[config.mk]
export PLATFORM = sky130hd
export DESIGN_NAME = mux_rr_arbiter_flat
export DESIGN_NICKNAME = d
export VERILOG_FILES = /design/src/rtl/mux_rr_arbiter_if.sv /design/src/rtl/mux_rr_arbiter.sv /design/src/flat_wrapper.sv
export SDC_FILE = /design/constraint.sdc
export NUM_CORES = 1
export LEC_CHECK = 0
export CORE_MARGIN = 5
export CORE_UTILIZATION = 25
export DETAILED_ROUTE_END_ITERATION = 10
export PLACE_DENSITY_LB_ADDON = 0.3
export SETUP_SLACK_MARGIN = 0.02
export SYNTH_ARGS = -nofsm -noshare
export SYNTH_HDL_FRONTEND = slang
export SYNTH_SLANG_ARGS = --single-unit
export TNS_END_PERCENT = 1
[constraint.sdc]
create_clock -name clk -period 3 [get_ports clk]
set_clock_uncertainty 0.05 [all_clocks]
set_input_delay 0.45 -clock clk [delete_from_list [all_inputs] [get_ports clk]]
set_output_delay 0.45 -clock clk [all_outputs]
set_load 0.03 [all_outputs]
[src/rtl/mux_rr_arbiter_if.sv]
// rtl/mux_rr_arbiter_if.sv - requester/mux-control bundle for the round-robin mux arbiter
interface mux_rr_arbiter_if #(
    parameter int CNT_W = 4
);
    logic [3:0]       req;
    logic [3:0]       grant;
    logic [2:0]       choice;
    logic             ena;
    logic             switch;
    logic [CNT_W-1:0] hold_cnt;

    // Requester side: drives requests, observes the grant and mux controls
    modport master (
        output req,
        input  grant, choice, ena, switch, hold_cnt
    );

    // Arbiter side
    modport slave (
        input  req,
        output grant, choice, ena, switch, hold_cnt
    );
endinterface

[src/rtl/mux_rr_arbiter.sv]
// rtl/mux_rr_arbiter.sv - round-robin arbiter driving the 4-input datapath mux select/enable
module mux_rr_arbiter #(
    parameter int MAX_HOLD = 8,
    parameter int CNT_W    = 4
) (
    input  logic             clk,
    input  logic             rst_n,
    mux_rr_arbiter_if.slave  bus
);

    typedef enum logic {
        IDLE = 1'b0,
        OWN  = 1'b1
    } state_t;

    localparam logic [CNT_W-1:0] C_MAX_HOLD = CNT_W'(MAX_HOLD);
    localparam logic [CNT_W-1:0] C_ONE      = CNT_W'(1);

    state_t           r_state;
    logic [1:0]       r_last;       // current owner while in OWN, previous owner in IDLE
    logic [3:0]       r_grant;
    logic [2:0]       r_choice;
    logic             r_ena;
    logic             r_switch;
    logic [CNT_W-1:0] r_hold_cnt;

    state_t           w_state_nx;
    logic [1:0]       w_last_nx;
    logic [CNT_W-1:0] w_hold_nx;
    logic             w_switch_nx;
    logic [3:0]       w_grant_nx;
    logic [2:0]       w_choice_nx;
    logic [3:0]       w_others;
    logic [2:0]       w_arb_all;
    logic [2:0]       w_arb_oth;

    // Returns {found, index}: first set bit of req searching from last+1 and wrapping.
    // Iterating from the farthest candidate down lets the nearest one overwrite.
    function automatic logic [2:0] f_arb(input logic [3:0] req, input logic [1:0] last);
        logic [2:0] res;
        logic [1:0] idx;
        res = 3'b000;
        for (int k = 4; k >= 1; k--) begin
            idx = last + 2'(k);
            if (req[idx]) begin
                res = {1'b1, idx};
            end
        end
        return res;
    endfunction

    // Candidate winners: unrestricted, and with the current owner excluded
    always_comb begin
        w_others  = bus.req & ~(4'b0001 << r_last);
        w_arb_all = f_arb(bus.req, r_last);
        w_arb_oth = f_arb(w_others, r_last);
    end

    // Next-state and next-output decisions
    always_comb begin
        w_state_nx  = r_state;
        w_last_nx   = r_last;
        w_hold_nx   = r_hold_cnt;
        w_switch_nx = 1'b0;
        unique case (r_state)
            IDLE: begin
                if (w_arb_all[2]) begin
                    w_state_nx  = OWN;
                    w_last_nx   = w_arb_all[1:0];
                    w_hold_nx   = C_ONE;
                    w_switch_nx = 1'b1;
                end
            end
            OWN: begin
                if (bus.req[r_last] && (r_hold_cnt < C_MAX_HOLD)) begin
                    w_hold_nx = r_hold_cnt + C_ONE;
                end else if (w_arb_oth[2]) begin
                    // release with others waiting, or hold limit reached: hand over without a gap
                    w_last_nx   = w_arb_oth[1:0];
                    w_hold_nx   = C_ONE;
                    w_switch_nx = 1'b1;
                end else if (!bus.req[r_last]) begin
                    w_state_nx = IDLE;
                    w_hold_nx  = '0;
                end
                // else: lone owner at the limit keeps the grant, counter saturated
            end
            default: begin
                w_state_nx = IDLE;
                w_hold_nx  = '0;
            end
        endcase
        w_grant_nx  = (w_state_nx == OWN) ? (4'b0001 << w_last_nx) : 4'b0000;
        w_choice_nx = (w_state_nx == OWN) ? ({1'b0, w_last_nx} + 3'd1) : 3'd0;
    end

    // State and registered mux controls; no combinational path from req to outputs
    always_ff @(posedge clk) begin
        if (!rst_n) begin
            r_state    <= IDLE;
            r_last     <= 2'd3;
            r_grant    <= 4'b0000;
            r_choice   <= 3'd0;
            r_ena      <= 1'b0;
            r_switch   <= 1'b0;
            r_hold_cnt <= '0;
        end else begin
            r_state    <= w_state_nx;
            r_last     <= w_last_nx;
            r_grant    <= w_grant_nx;
            r_choice   <= w_choice_nx;
            r_ena      <= (w_state_nx == OWN);
            r_switch   <= w_switch_nx;
            r_hold_cnt <= w_hold_nx;
        end
    end

    assign bus.grant    = r_grant;
    assign bus.choice   = r_choice;
    assign bus.ena      = r_ena;
    assign bus.switch   = r_switch;
    assign bus.hold_cnt = r_hold_cnt;

endmodule

[src/flat_wrapper.sv]
// flat-port wrapper written by rule: the top's interface ports become plain ports
module mux_rr_arbiter_flat 
#(
    parameter int MAX_HOLD = 8,
    parameter int CNT_W    = 4
)
  (clk, rst_n, bus_req, bus_grant, bus_choice, bus_ena, bus_switch, bus_hold_cnt);
  mux_rr_arbiter_if #(.CNT_W(CNT_W)) bus_i ();
  input  logic clk;
  input  logic rst_n;
  input wire logic [$bits(bus_i.req)-1:0] bus_req;
  output wire logic [$bits(bus_i.grant)-1:0] bus_grant;
  output wire logic [$bits(bus_i.choice)-1:0] bus_choice;
  output wire logic [$bits(bus_i.ena)-1:0] bus_ena;
  output wire logic [$bits(bus_i.switch)-1:0] bus_switch;
  output wire logic [$bits(bus_i.hold_cnt)-1:0] bus_hold_cnt;
  assign bus_i.req = bus_req;
  assign bus_grant = bus_i.grant;
  assign bus_choice = bus_i.choice;
  assign bus_ena = bus_i.ena;
  assign bus_switch = bus_i.switch;
  assign bus_hold_cnt = bus_i.hold_cnt;
  mux_rr_arbiter #(.MAX_HOLD(MAX_HOLD), .CNT_W(CNT_W)) u_core (.clk(clk), .rst_n(rst_n), .bus(bus_i));
endmodule
* Yosys cells after proc, flatten, opt, wreduce, memory -nomap -nowiden
Cells that the tools add are included.
Word-level totals: output and inout bits 13, memories 0, latch bits 0, logic and storage cells 67, register bits 15, bits of input ports 6, memory bits (writable) 0, memory bits (read-only) 0
Operators by class: muxes and demuxes 41, add/subtract/negate cells 5, bitwise gates (word level) 3, multipliers 0, reductions and logical operators 3, shift-type cells 2, divide/modulo/power cells 0, eq/ne operators 2, $lt $le $gt $ge 5
Operators with widths (number):
- $mux 3 | 8
- $bmux 1 s2 | 8
- $mux 4 | 4
- $mux 1 | 14
- $lt 2x3->1 const B | 4
- $pmux 4 s2 | 1
- $shl 1x2->4 const A | 2
- $mux 2 | 3
- $add 2x2->2 const B | 2
- $add 4x1->4 const B | 1
- $and 4x4->4 | 1
- $lt 4x4->1 const B | 1
- $ne 4x4->1 const B | 1
- $not 4->4 | 1
- $pmux 1 s2 | 2
- $pmux 2 s2 | 1
- $reduce_and 2->1 | 2
- $add 2x1->3 const B | 1
- $add 2x1->2 const B | 1
- $ne 2x1->1 const B | 1
- $logic_and 1x1->1 | 1
- $not 1->1 | 1

* Logic depth before layout (Yosys ltp)
depth in word-level cells 13, mapped depth 11, gate-level depth less buffers 10

* Least setup slack after synthesis
Ideal clock, no wire load.
kind reg-to-reg, start reg u_core.r_last[1], end reg u_core.r_choice[1] (netlist: u_core.bus.choice[1]), path buffers 1, clock period less this slack 2.268 ns, required time 2.818 ns, library setup time 0.132 ns, slack 0.732 ns, data arrival time 2.086 ns, cell stages (with the launch flop) 10, path through dfxtp_1 > buf_2 > inv_1 > ha_1 > nor2b_4 > or4_4 > and3_4 > a311oi_4 > nand2b_1 > mux2i_1
On the way: word-level cells in the longest chain between the ends 13, elaborated cells between the ends (all ways) 42
RTL lines:
- start, declared | line mux_rr_arbiter.sv:20 | logic [1:0] r_last;
- start signal, assigned | line mux_rr_arbiter.sv:109 | r_last <= w_last_nx;
- $shl 1x2->4 | line mux_rr_arbiter.sv:54 | w_others = bus.req & ~(4'b0001 << r_last);
- $not 4->4 | line mux_rr_arbiter.sv:54
- $and 4x4->4 | line mux_rr_arbiter.sv:54
- $bmux 1 s2 | line mux_rr_arbiter.sv:45 | if (req[idx]) begin
- $mux 1 (not written as such) | line mux_rr_arbiter.sv:45
- $mux 3 (4 in series) | line mux_rr_arbiter.sv:45
- $mux 2 or $mux 1 (tied branches) | line mux_rr_arbiter.sv:77 | end else if (w_arb_oth[2]) begin
- $mux 2 or $mux 1 (tied branches) | line mux_rr_arbiter.sv:75 | if (bus.req[r_last] && (r_hold_cnt < C_MAX_HOLD)) begin
- $pmux 2 s2 or $pmux 1 s2 (tied branches) | line mux_rr_arbiter.sv:65 | unique case (r_state)
- $add 2x1->3 or $reduce_and 2->1 (tied branches)
- end signal, assigned | line mux_rr_arbiter.sv:111 | r_choice <= w_choice_nx;
- end, declared | line mux_rr_arbiter.sv:22 | logic [2:0] r_choice;
Several ways; a longest one is shown, not always the timed one. The select of a mux whose other input is x is not followed. A chain may end at the register's enable or synchronous reset.

* Final worst setup path
start in bus_req[1], end reg u_core.r_choice[1] (netlist: u_core.bus.choice[1])
On the way: word-level cells in the longest chain between the ends 11, elaborated cells between the ends (all ways) 37
RTL lines:
- start, declared | line flat_wrapper.sv:11 | input wire logic [$bits(bus_i.req)-1:0] bus_req;
- $and 4x4->4 | line mux_rr_arbiter.sv:54
- $bmux 1 s2 | line mux_rr_arbiter.sv:45
- $mux 1 (not written as such) | line mux_rr_arbiter.sv:45
- $mux 3 (4 in series) | line mux_rr_arbiter.sv:45
- $mux 2 or $mux 1 (tied branches) | line mux_rr_arbiter.sv:77
- $mux 2 or $mux 1 (tied branches) | line mux_rr_arbiter.sv:75
- $pmux 2 s2 or $pmux 1 s2 (tied branches) | line mux_rr_arbiter.sv:65
- $add 2x1->3 or $reduce_and 2->1 (tied branches)
Several ways; a longest one is shown, not always the timed one. The select of a mux whose other input is x is not followed.

==> results.toml <==
[grt]
grt_pass1_vias = 1011
overflow = 0
grt_max_degree = 14
antenna_found_initial = 0
track_usage = 0.09254
grt_first_pass_wirelength_mm = 4.678

[cells_and_area]
fillers = 441
finalInstanceArea_um2 = 1403
final_net_count = 154
multiInputGateArea_um2 = 767.0
syn2layout_area_growth_pct = 23.05
antenna_cells = 0
seqCellArea_um2 = 300.3
layout-drive-gt1-share = 0.1761

[sta]
maxSlewHeadroom = 0.6634
setup_tns_ps = 0
slew_viol_final = 0
fin_crit_sh = 0.8539
tightest_slew_ps = 504.9
fmax_mhz = 390.4
post-route-min-period_ps = 2562
hold_violations = 0
rsz0062_at_grt = "false"
setup_violations = 0

[synth]
yosys_warnings = 0
synth.most_common_cell = "dfxtp_1"
syn_area_um2 = 1140
synth_edf_count = 0
synth_ff_type = "dfxtp_1"
ys_top_cells_by_count = "15 x dfxtp_1, 11 x nand2_1, 10 x nor2_1"
yosysUniqueCellTypes = 52
synth_fp_nets = 134
synth_top_area_cell = "dfxtp_1"
synthArstFlopShare = 0
syn-instance-count = 123
synth_top_area_frac = 0.2634
synth_area_leaders = "dfxtp_1 26%, mux2i_1 6.1%, ha_1 5.5%"
ys_ff_latch = 15
avgSynthCellArea_um2 = 9.267
ys_seq_area_frac = 0.2634

[setup_path]
critPathMaxFanout = 10
cpPeakStageDelay_ps = 590
end_kind = "flip-flop"
crit_family = "simple AND/OR/NAND/NOR gates"
arrival_ps = 2630
reg2reg_to = "u_core.bus.grant[0]"
crit_required_ps = 3070
rrSetupSlack_ps = 540
path_buf_inv = 1
critPathKind = "in2reg"
cp_cell_sequence = "clkdlybuf4s50_1, nor2b_4, or4_4, and3_4, a311oi_4, nand2b_1, mux2i_1"
cp_slowest_cell = "clkdlybuf4s50_1"
timing.rr.start = "u_core.r_last[1]"
setup.worst_path.start_class = "primary input"
worstSetupPathDepth = 7
reg2regPathDepth = 7

[drt]
wl_met3_um = 146
drt_pass1_iterations = 4
dr_wl_met2_mm = 1.212
wl_mm = 2.658
via_count = 952
via_per_inst = 4.907
highest_layer = "met3"
wl_per_cell_um = 13.70
ant_nets = 0
drt_iter0_drc = 74
drc = 0
drt-met1-wl_mm = 1.298

[clock_tree]
numCtsBuffers = 3
clock_tree.buffer_depth = 2
clock_sinks = 15
post_cts_resized = 0
cts_hold_buffers = 0
h-tree-depth = 1
root_buffer = "clkbuf_8"
post_cts_buffers = 0
clk_pin_slew_worst_paths_ps = 60
cts_tree = "done"
clk_latency_ps = 240

[min_path]
hold_path.class = "reg2reg"
hold_path_end = "u_core.bus.hold_cnt[2]"
worst_hold_path.num_cells = 2
hold_start = "u_core.bus.hold_cnt[2]"

[floorplanning]
die_h_um = 77.53
pin_count = 19
dieArea_um2 = 6010
coreArea_um2 = 4384
die_w_um = 77.53
initial_core_util = 0.2600
rows = 24

[outcome]
status = "finished clean"

[placed_design]
port_buffers = 18
detailed_place_hpwl_mm = 2.027
dpl_cell_area_um2 = 1358
gp_congestion = 0.8106

[power]
ir_worst_vdd_mv = 0.3219
total_leakage_power_nw = 0.5854
p_per_area_nw_per_um2 = 690.1

[flow_run]
drv_cap = 0
[registers in the layout, summed over array words and instances, names as in the netlist]
name                 cells
u_core.r_state           1
u_core.bus.choice        3
u_core.bus.switch        1
u_core.r_last            2
u_core.bus.grant         4
u_core.bus.hold_cnt      4
[final cells by class]
class | count | share of cell area
clock buffer | 4 | 0.03211
timing repair buffer | 21 | 0.1445
multi-input combinational | 96 | 0.5468
tap | 52 | 0.04639
inverter | 6 | 0.01606
sequential | 15 | 0.2141
[power breakdown]
part           switching (W)  total (W)  internal (W)  leakage, nW
Combinational       0.000294   0.000536      0.000241        0.439
Sequential         0.0000359   0.000275      0.000239        0.124
Clock              0.0000631   0.000157     0.0000938       0.0228
Total               0.000393   0.000968      0.000575        0.585
[per-stage QoR]
stage | setup slack (ps) | util | hold slack (ps) | total power [W] | instances
after floorplan | 732.4 | - | 461.9 | 0.0006785 | 123
after global placement | 164.5 | 0.3096 | 444.6 | 0.0008089 | 190
after detailed placement | 185.9 | 0.3096 | 461.1 | 0.0008135 | 190
after CTS | 439.9 | 0.3199 | 468.6 | 0.0009781 | 194
after global routing | 272.3 | 0.3199 | 487.9 | 0.001035 | 194
final | 438.4 | 0.3199 | 465.3 | 0.0009679 | 194
[cell usage in the layout (no fill, tap or decap), types with 2 or more instances in the layout]
cell and n:
ha_1 5, nand2b_1 3, o21a_1 2, nor2_1 10
nor3_1 4, and2b_2 2, dfxtp_1 15, nor2b_4 2
clkbuf_8 3, buf_4 3, inv_1 6, o211ai_1 2
mux2i_1 7, o21ai_0 8, mux2_2 2, nor4_1 2
nand2_1 11, clkdlybuf4s50_1 18, a21oi_1 3, nor3b_1 2
[worst max path at each step]
stage,start,endpoint,slack [ps]
after CTS,bus_req[2],u_core.bus.choice[1],440
after global routing,bus_req[2],u_core.bus.choice[1],270
after global placement,bus_req[2],u_core.bus.grant[0],160
after floorplan,u_core.r_last[1],u_core.bus.choice[1],730
after detailed placement,bus_req[2],u_core.bus.choice[1],190
final,bus_req[1],u_core.bus.choice[1],440
[worst register-to-register path, delay by kind of cell (launching register included)]
family	cells	cell delay [ps]
DFF	1	540
AOI/OAI and AO/OA	2	400
muxes	1	470
and+or+nand+nor	3	680
adders and majority gates	1	230
[cells by family after synthesis]
kind of cell,Yosys count,synth area share
and+or+nand+nor,51,0.2821
AOI/OAI and AO/OA,30,0.2349
DFF,15,0.2634
buffers and inverters,12,0.06366
muxes,10,0.1010
adders and majority gates,5,0.05488
[layer usage]
layer / GRT usage / up-vias
li1: - / 483
met1: 0.1289 / 441
met2: 0.1389 / 28
met3: 0.02546 / 0
met4: 0.02749 / 0
met5: 0 / -
Power figures use the tool's default switching activity.
